[src/rtl/alu_pkg.sv]
// Shared ALU-interface definitions: opcode encodings, RV32I decode constants and the
// decoded-instruction payload carried through the issue stage.
package alu_pkg;

    localparam int XLEN = 32;

    localparam logic [3:0] ALU_OP_NONE = 4'b0000;
    localparam logic [3:0] ALU_OP_ADD  = 4'b0001;
    localparam logic [3:0] ALU_OP_SUB  = 4'b0010;
    localparam logic [3:0] ALU_OP_AND  = 4'b0011;
    localparam logic [3:0] ALU_OP_OR   = 4'b0100;
    localparam logic [3:0] ALU_OP_XOR  = 4'b0101;

    localparam logic [6:0] OPC_OP     = 7'b0110011;
    localparam logic [6:0] OPC_OP_IMM = 7'b0010011;

    localparam logic [2:0] F3_ADD_SUB = 3'b000;
    localparam logic [2:0] F3_XOR     = 3'b100;
    localparam logic [2:0] F3_OR      = 3'b110;
    localparam logic [2:0] F3_AND     = 3'b111;

    localparam logic [6:0] F7_BASE = 7'b0000000;
    localparam logic [6:0] F7_ALT  = 7'b0100000;

    typedef struct packed {
        logic [XLEN-1:0] operand1;
        logic [XLEN-1:0] operand2;
        logic [3:0]      alu_opcode;
        logic [4:0]      rd;
        logic            illegal;
    } issue_payload_t;

    function automatic logic [XLEN-1:0] sext_imm12(input logic [11:0] imm);
        return {{(XLEN-12){imm[11]}}, imm};
    endfunction

endpackage

[src/rtl/alu_op_decode.sv]
// Combinational RV32I decode of the ALU subset into an issue payload; anything outside
// the subset is flagged illegal and passed on with opcode NONE and the rs2 value.
module alu_op_decode
    import alu_pkg::*;
(
    input  logic [31:0]     instr,
    input  logic [XLEN-1:0] rs1_val,
    input  logic [XLEN-1:0] rs2_val,
    output issue_payload_t  payload
);

    logic [6:0] opcode_s;
    logic [6:0] funct7_s;
    logic [2:0] funct3_s;
    logic [3:0] op_s;
    logic       unused_rs1_idx_s;

    assign opcode_s = instr[6:0];
    assign funct3_s = instr[14:12];
    assign funct7_s = instr[31:25];
    // Register indices are resolved upstream; only the values arrive here.
    assign unused_rs1_idx_s = ^instr[19:15];

    // Select the ALU operation from opcode/funct fields.
    always_comb begin
        op_s = ALU_OP_NONE;
        case (opcode_s)
            OPC_OP: begin
                case ({funct7_s, funct3_s})
                    {F7_BASE, F3_ADD_SUB}: op_s = ALU_OP_ADD;
                    {F7_ALT,  F3_ADD_SUB}: op_s = ALU_OP_SUB;
                    {F7_BASE, F3_AND}:     op_s = ALU_OP_AND;
                    {F7_BASE, F3_OR}:      op_s = ALU_OP_OR;
                    {F7_BASE, F3_XOR}:     op_s = ALU_OP_XOR;
                    default:               op_s = ALU_OP_NONE;
                endcase
            end
            OPC_OP_IMM: begin
                case (funct3_s)
                    F3_ADD_SUB: op_s = ALU_OP_ADD;
                    F3_AND:     op_s = ALU_OP_AND;
                    F3_OR:      op_s = ALU_OP_OR;
                    F3_XOR:     op_s = ALU_OP_XOR;
                    default:    op_s = ALU_OP_NONE;
                endcase
            end
            default: op_s = ALU_OP_NONE;
        endcase
    end

    // Assemble the payload; the immediate replaces rs2 only for a decoded I-type op.
    always_comb begin
        payload            = '0;
        payload.operand1   = rs1_val;
        payload.rd         = instr[11:7];
        payload.alu_opcode = op_s;
        payload.illegal    = (op_s == ALU_OP_NONE);
        if ((opcode_s == OPC_OP_IMM) && (op_s != ALU_OP_NONE)) begin
            payload.operand2 = sext_imm12(instr[31:20]);
        end else begin
            payload.operand2 = rs2_val;
        end
    end

endmodule

[src/rtl/alu_issue_stage.sv]
// Registered issue stage feeding the ALU: decode, then a main/skid register pair so that
// in_ready is a flop and never depends combinationally on out_ready.
module alu_issue_stage
    import alu_pkg::*;
#(
    parameter int WIDTH = XLEN,
    parameter int CNT_W = 16
) (
    input  logic             clk,
    input  logic             rst_n,
    input  logic             in_valid,
    output logic             in_ready,
    input  logic [31:0]      in_instr,
    input  logic [WIDTH-1:0] in_rs1_val,
    input  logic [WIDTH-1:0] in_rs2_val,
    output logic             out_valid,
    input  logic             out_ready,
    output logic [WIDTH-1:0] out_operand1,
    output logic [WIDTH-1:0] out_operand2,
    output logic [3:0]       out_alu_opcode,
    output logic [4:0]       out_rd,
    output logic             out_illegal,
    output logic [CNT_W-1:0] illegal_count
);

    issue_payload_t   dec_s;
    issue_payload_t   main_r;
    issue_payload_t   main_n_s;
    issue_payload_t   skid_r;
    issue_payload_t   skid_n_s;
    logic             main_valid_r;
    logic             main_valid_n_s;
    logic             skid_valid_r;
    logic             skid_valid_n_s;
    logic             in_ready_r;
    logic             accept_s;
    logic [CNT_W-1:0] illegal_count_r;

    alu_op_decode u_decode (
        .instr   (in_instr),
        .rs1_val (in_rs1_val),
        .rs2_val (in_rs2_val),
        .payload (dec_s)
    );

    assign accept_s = in_valid && in_ready_r;

    // Next-state of the main/skid pair; the skid only fills when main is stalled.
    always_comb begin
        main_n_s       = main_r;
        main_valid_n_s = main_valid_r;
        skid_n_s       = skid_r;
        skid_valid_n_s = skid_valid_r;
        if (accept_s && (!main_valid_r || out_ready)) begin
            main_valid_n_s = 1'b1;
            if (skid_valid_r) begin
                main_n_s = skid_r;
                skid_n_s = dec_s;
            end else begin
                main_n_s = dec_s;
            end
        end else if (accept_s) begin
            skid_n_s       = dec_s;
            skid_valid_n_s = 1'b1;
        end else if (out_ready && skid_valid_r) begin
            main_n_s       = skid_r;
            skid_valid_n_s = 1'b0;
        end else if (out_ready) begin
            main_valid_n_s = 1'b0;
        end else begin
            main_valid_n_s = main_valid_r;
        end
    end

    // Storage registers; in_ready is precomputed from the next skid occupancy.
    always_ff @(posedge clk or negedge rst_n) begin
        if (!rst_n) begin
            main_r       <= '0;
            skid_r       <= '0;
            main_valid_r <= 1'b0;
            skid_valid_r <= 1'b0;
            in_ready_r   <= 1'b1;
        end else begin
            main_r       <= main_n_s;
            skid_r       <= skid_n_s;
            main_valid_r <= main_valid_n_s;
            skid_valid_r <= skid_valid_n_s;
            in_ready_r   <= !skid_valid_n_s;
        end
    end

    // Saturating debug count of illegal instructions, counted at input accept.
    always_ff @(posedge clk or negedge rst_n) begin
        if (!rst_n) begin
            illegal_count_r <= '0;
        end else if (accept_s && dec_s.illegal && (illegal_count_r != {CNT_W{1'b1}})) begin
            illegal_count_r <= illegal_count_r + {{(CNT_W-1){1'b0}}, 1'b1};
        end else begin
            illegal_count_r <= illegal_count_r;
        end
    end

    assign in_ready       = in_ready_r;
    assign out_valid      = main_valid_r;
    assign out_operand1   = main_r.operand1;
    assign out_operand2   = main_r.operand2;
    assign out_alu_opcode = main_r.alu_opcode;
    assign out_rd         = main_r.rd;
    assign out_illegal    = main_r.illegal;
    assign illegal_count  = illegal_count_r;

endmodule

[config.mk]
export PLATFORM = sky130hd
export DESIGN_NAME = alu_issue_stage
export DESIGN_NICKNAME = d
export VERILOG_FILES = /design/src/rtl/alu_pkg.sv /design/src/rtl/alu_op_decode.sv /design/src/rtl/alu_issue_stage.sv
export SDC_FILE = /design/constraint.sdc
export NUM_CORES = 1
export LEC_CHECK = 0
export CORE_ASPECT_RATIO = 1.4
export CORE_MARGIN = 4
export CORE_UTILIZATION = 63
export DETAILED_ROUTE_END_ITERATION = 12
export DONT_BUFFER_PORTS = 1
export GPL_TIMING_DRIVEN = 1
export PLACE_DENSITY = 0.79
export SLEW_MARGIN = 20
export SYNTH_ARGS = -nofsm -noshare
export SYNTH_HDL_FRONTEND = slang
export SYNTH_SLANG_ARGS = --single-unit
[constraint.sdc]
create_clock -name clk -period 2.05 [get_ports clk]
set_input_delay 0.205 -clock clk [delete_from_list [all_inputs] [get_ports clk]]
set_output_delay 0.205 -clock clk [all_outputs]
set_load 0.02 [all_outputs]
==> impl_metrics.tcl, run 1 <==
set metrics [dict create \
    outcome "complete, but fails checks" \
    violations "negative hold slack" \
    cp.depth 5 \
    gr-total-overflow 0 \
    arrival_ns 2.18 \
    cts_buffers 17 \
    regArea_sq_um 4130 \
    cts_tree "done" \
    finalCritPeriodShare_pct 91.9 \
    power_density_nw_per_um2 1560 \
    post_synth.cell_area_avg_sq_um 11.4 \
    fin_hold_ws_ns -0.517 \
    insertion_delay_ns 0.41 \
    grt_pass1_wl_mm 27.8 \
    wl_per_cell_um 20.2 \
    dp_slack_ns 0.00983 \
    hpwl_mm 10.8 \
    ctsLongestPathBuffers 2 \
    cpPeakStageDelay_ns 0.38 \
    finalClockSkew_ns 0.0133 \
    peakVddDrop_uv 810 \
    final.min_clock_period_ns 1.88 \
    synth_fp_nets 732 \
    grt_start_max_net_pins 166 \
    io_buffers 0 \
    clock.fmax_mhz 531 \
    synthCells 631 \
    routed_via_density 6.07 \
    endpoint_kind "register" \
    first_pass_iters 5 \
    gp_congestion 0.795 \
    worstPathRequired_ns 2.35 \
    netlist-cell-type-count 50 \
    chipHeight_um 134 \
    ys.flop_type "dfrtp_1" \
    hold_viol_final 165 \
    async_reset_ff_share_pct 100 \
    drive_above_1_share_pct 18.8 \
    cts_setup_buffers 0 \
    drv_slew 0 \
    htreeDepth 4 \
    r2r-end "illegal_count[1]" \
    path_buf_inv 0 \
    die_w_um 98.3 \
    start_util_pct 65.2 \
    cp_slowest_cell "o31a_1" \
    drc 0 \
    cts_sinks 165 \
    antenna_cells 0 \
    maxCapViolCount 0 \
    regToRegStartpoint "illegal_count[4]" \
    grt_usage_pct 26.2 \
    crit_end "illegal_count[1]" \
    crit_path_max_fanout 16 \
    relSlewSlack_pct 64.4 \
    p_leak_nw 4.14 \
    min_path_type "in2async" \
    rrSetupSlack_ns 0.17 \
    postLayoutSetupSlackWorst_ns 0.166 \
    ant_nets 0 \
    grt_antenna_before_repair 0 \
    grt_pass1_vias 5489 \
    ys.warnings.count 0 \
    nFillCells 677 \
    yosysSeqAreaShare_pct 57.4 \
    rows 45 \
    path_class "reg2reg" \
    vias 5181 \
    max_slew.worst_pin.slew_ns 0.534 \
    clkTransAtPathRegs_ns 0.06 \
    syn_to_final_growth_pct 21.9 \
    critPathLaunchType "register" \
    core_sq_um 11000 \
    fin_nets 800 \
    dieArea_sq_um 13200 \
    crit_chain "and4_1, nand4_2, o31a_1, o211ai_4, mux2_1" \
    ios 192 \
    setup_violations 0 \
    crit_family "compound AO/OA/AOI/OAI gates" \
    clock-root-buffer "clkbuf_16" \
    setup-tns-final_ns 0 \
    rsz0062_at_grt "false" \
    synth_edf_count 0 \
    setup.worst_path.start "illegal_count[4]" \
    multi_input_area_sq_um 2840 \
    wirelength_mm 17.2 \
    netlist_area_sq_um 7200 \
    ys_ff_latch 165 \
    rr_worst_depth 5 \
    drt_iter0_drc 273 \
]
==> where the power goes <==
group / total (mW) / internal, mW / switching [mW]
Sequential: 6.67 / 4.74 / 1.93
Combinational: 3.60 / 1.67 / 1.93
Clock: 3.41 / 2.17 / 1.24
==> routing by layer <==
metal / global-route usage (%) / up-vias / routed length (um)
met4: 8.50 / 0 / 340
li1: - / 2383 / -
met3: 8.89 / 33 / 1380
met1: 31.1 / 2558 / 6400
met5: 0 / - / 0
met2: 44.8 / 207 / 9110
==> cells in the final DEF, fill, tap and decap left out, types with 10 or more instances in the layout <==
master,count
a21oi_2,21
a22oi_1,31
buf_4,21
clkbuf_16,17
dfrtp_1,164
dlygate4sd3_1,63
mux2_2,38
mux2i_1,48
nand2_1,86
nand3_1,10
o21ai_0,69
o21ai_1,38
xor2_1,12
==> how the worst min path moves through the flow <==
stage	start	to	slack [ns]	depth (start not counted)
after floorplan	rst_n	illegal_count[0]	-0.09	0
after global placement	rst_n	out_rd[0]	-0.09	0
after detailed placement	rst_n	out_operand1[30]	-0.09	0
after CTS	rst_n	out_operand1[30]	-0.53	0
after global routing	rst_n	skid_r[65]	-0.54	0
final	rst_n	out_operand1[30]	-0.52	0
==> what timing repair did <==
action	in CTS	in global routing
endpoints found under the hold margin	260	166
gates resized for setup	0	2
setup endpoints to repair	0	4
hold buffers	62	1
==> registers in the layout (all words and copies together) (netlist names) <==
signal,flops
illegal_count,16
out_alu_opcode,3
skid_r,73
out_illegal,1
out_rd,5
in_ready,1
out_operand1,32
skid_valid_r,1
out_valid,1
out_operand2,32
==> logic make-up after synthesis <==
logic type	count (synthesis)	share of synthesized area, %
simple gates	131	8.26
flops	165	57.4
mux	88	13.0
compound gates	183	15.9
xor+xnor	13	1.58
buf+inv	49	3.70
other cells	1	0.0521
fa+ha+maj	1	0.174
==> per-stage QoR <==
stage	instance area [sq um]	cells	util (%)	power, mW	hold WS [ns]
global route	8770	853	79.5	14.5	-0.542
floorplan	7200	631	-	8.97	-0.0906
global placement	7480	758	67.8	9.83	-0.0865
detailed placement	7480	758	67.8	10.1	-0.0861
finish	8770	853	79.5	13.7	-0.517
CTS	8750	852	79.3	13.7	-0.532
==> synthesized netlist by cell type (2+ instances only) <==
library cell	instances	area (sq um)
mux2_2	38	428
nor4_1	4	25.0
nor2_1	9	33.8
inv_1	6	22.5
nand2_1	88	330
o21ai_0	69	345
a21o_1	2	15.0
buf_6	2	22.5
buf_4	2	15.0
and4_1	2	17.5
or3_1	4	25.0
a22oi_1	31	233
buf_8	3	45.0
nor3_1	5	25.0
clkbuf_1	22	82.6
nand3_1	10	50.1
o21ai_1	39	195
xor2_1	12	105
buf_2	13	65.1
a21oi_1	8	40.0
o21a_1	2	15.0
o21ai_2	3	26.3
dfrtp_1	164	4100
mux2i_1	48	480
a21oi_2	20	175
==> area by class of cell <==
class,count,area share [%]
flip-flops and latches,165,47.1
multi-input cells,417,32.4
repair buffers,92,10.8
clock buffers,21,5.48
well taps,141,2.01
clock inverters,11,1.97
inverters,6,0.257
(Power assumes the default switching activity.)
==> run 2: changes to the inputs <==
--- a/config.mk
+++ b/config.mk
@@ -5,7 +5,6 @@
 export SDC_FILE = /design/constraint.sdc
 export NUM_CORES = 1
 export LEC_CHECK = 0
-export CORE_ASPECT_RATIO = 1.4
 export CORE_MARGIN = 4
 export CORE_UTILIZATION = 63
 export DETAILED_ROUTE_END_ITERATION = 12
==> constraint.sdc (replaced) <==
create_clock -name clk -period 1.8 [get_ports clk]
set_input_delay 0.18 -clock clk [delete_from_list [all_inputs] [get_ports clk]]
set_output_delay 0.18 -clock clk [all_outputs]
set_load 0.02 [all_outputs]
==> run 2 against run 1 <==
The flow still finishes with violations (negative hold slack). Core utilization up 2.7 points. Die area down 0.19%. Cell area up 3.3%. Register-to-register slack worse by 0.08 ns. Non-clock buffer count up 30. Hold slack worse by 0.029 ns. Clock-buffer cell count up 2. Worst setup slack worse by 0.078 ns. Clock skew down 0.0073 ns. Final cell count up 3.4%. Critical path depth up 2.
==> impl_metrics.tcl, run 2 (synthesis gave the netlist of run 1 again) <==
set metrics [dict create \
    fin_nets 830 \
    vias 5320 \
    wl_per_cell_um 20.4 \
    grt_start_max_net_pins 166 \
    antenna_cells 0 \
    gr-total-overflow 0 \
    arrival_ns 2.01 \
    critPathLaunchType "register" \
    chipHeight_um 115 \
    ctsLongestPathBuffers 2 \
    largest_register "skid_r" \
    die_w_um 115 \
    dieArea_sq_um 13200 \
    rrSetupSlack_ns 0.09 \
    routed_via_density 6.03 \
    violations "negative hold slack" \
    maxCapViolCount 0 \
    p_leak_nw 4.27 \
    final.min_clock_period_ns 1.71 \
    drv_slew 0 \
    htreeDepth 4 \
    core_sq_um 11000 \
    grt_antenna_before_repair 0 \
    first_pass_iters 5 \
    cts_sinks 165 \
    worstPathRequired_ns 2.10 \
    syn_to_final_growth_pct 25.9 \
    drive_above_1_share_pct 22.2 \
    wirelength_mm 18.0 \
    clock.fmax_mhz 584 \
    regToRegStartpoint "illegal_count[2]" \
    rsz0062_at_grt "true" \
    path_class "reg2reg" \
    io_buffers 0 \
    crit_family "compound AO/OA/AOI/OAI gates" \
    crit_chain "and4_4, nand4_2, o31a_1, o211ai_4, buf_12, nor4_4, xor2_1" \
    grt_usage_pct 27.8 \
    finalPower_mw 15.6 \
    ant_nets 0 \
    hold_viol_final 165 \
    ios 192 \
    rows 38 \
    finalCritPeriodShare_pct 95.1 \
    cp_slowest_cell "dfrtp_2" \
    outcome "complete, but fails checks" \
    cts_buffers 17 \
    layout_commonest_cell "dfrtp_1" \
    largest_reg_flops 73 \
    clkTransAtPathRegs_ns 0.06 \
    finalClockSkew_ns 0.00597 \
    r2r-end "illegal_count[15]" \
    drc 0 \
    dp_slack_ns -0.0893 \
    min_path_type "in2async" \
    crit_path_max_fanout 8 \
    cpPeakStageDelay_ns 0.36 \
    fin_hold_ws_ns -0.546 \
    ctsHoldBuffers 75 \
    grt_pass1_wl_mm 28.6 \
    power_density_nw_per_um2 1730 \
    setup_violations 0 \
    endpoint_kind "register" \
    drt_iter0_drc 327 \
    cts_tree "done" \
    hpwl_mm 10.6 \
    clock-root-buffer "clkbuf_16" \
    grt_pass1_vias 5762 \
    postLayoutSetupSlackWorst_ns 0.0884 \
    rr_worst_depth 7 \
    peakVddDrop_uv 1280 \
    cts_setup_buffers 0 \
    gp_congestion 0.790 \
    layout_common_cells "154 x dfrtp_1, 86 x nand2_1, 75 x dlygate4sd3_1" \
    start_util_pct 65.2 \
    path_buf_inv 1 \
    insertion_delay_ns 0.42 \
]
## run 2: cell types whose count changed in the layout (fill, tap and decap cells not counted), moves of 2 or more
cell           previous run  this run
clkinv_2                  2         4
o21ai_0                  69        67
clkinv_4                  4         1
dfrtp_1                 164       154
dlygate4sd3_1            63        75
buf_12                    8        11
clkbuf_1                  0         4
dfrtp_2                   0        10
nor4_1                    3         1
buf_4                    21        34
clkbuf_8                  4         2
buf_6                     0         2
## run 2: stage by stage
step	cell area [sq um]	setup TNS (ns)	utilization (%)	hold WS, ns	instances
2_1_floorplan	7210	-1.91	-	-0.116	631
3_3_place_gp	7660	-1.97	69.5	-0.112	775
3_5_place_dp	7660	-2.90	69.5	-0.112	775
4_1_cts	9010	-0.0469	81.7	-0.561	882
5_1_grt	9060	-0.0272	82.1	-0.570	882
6_report	9060	0	82.1	-0.546	882
## run 2: what timing repair did
item	in CTS	in global routing
endpoints found under the setup margin	36	37
hold endpoints to repair	293	165
gates cloned	0	0
gates resized for setup	1	11
pin swaps	0	2
## run 2: area by class of cell
type / instances / area [sq um]
sequential: 165 / 4140
multi-input combinational: 417 / 2880
fill: 587 / 1970
timing repair buffer: 122 / 1250
clock buffer: 23 / 468
tap: 140 / 175
clock inverter: 9 / 126
inverter: 6 / 22.5
## run 2: where the power goes
part / switching (mW) / total [mW] / internal, mW
Combinational: 2.33 / 4.37 / 2.04
Clock: 1.41 / 3.66 / 2.25
Sequential: 2.20 / 7.61 / 5.41
## run 2: how the worst max path moves through the flow
stage | slack (ns) | to | cells after the start | startpoint
after floorplan | -0.07 | out_operand2[20] | 7 | in_ready
after global placement | -0.06 | out_operand2[31] | 7 | in_instr[6]
after detailed placement | -0.09 | out_operand2[31] | 8 | in_instr[6]
after CTS | -0.02 | illegal_count[13] | 7 | illegal_count[8]
after global routing | -0.01 | illegal_count[13] | 6 | in_ready
final | 0.09 | illegal_count[15] | 7 | illegal_count[2]
## run 2: metal layers
metal  vias to the layer above  share of wire, %  GRT usage [%]
met5                         -                 0              0
met4                         0               3.0           12.0
met3                        46               8.5           9.37
met2                       230                50           46.6
met1                      2608                38           32.7
li1                       2436                 -              -
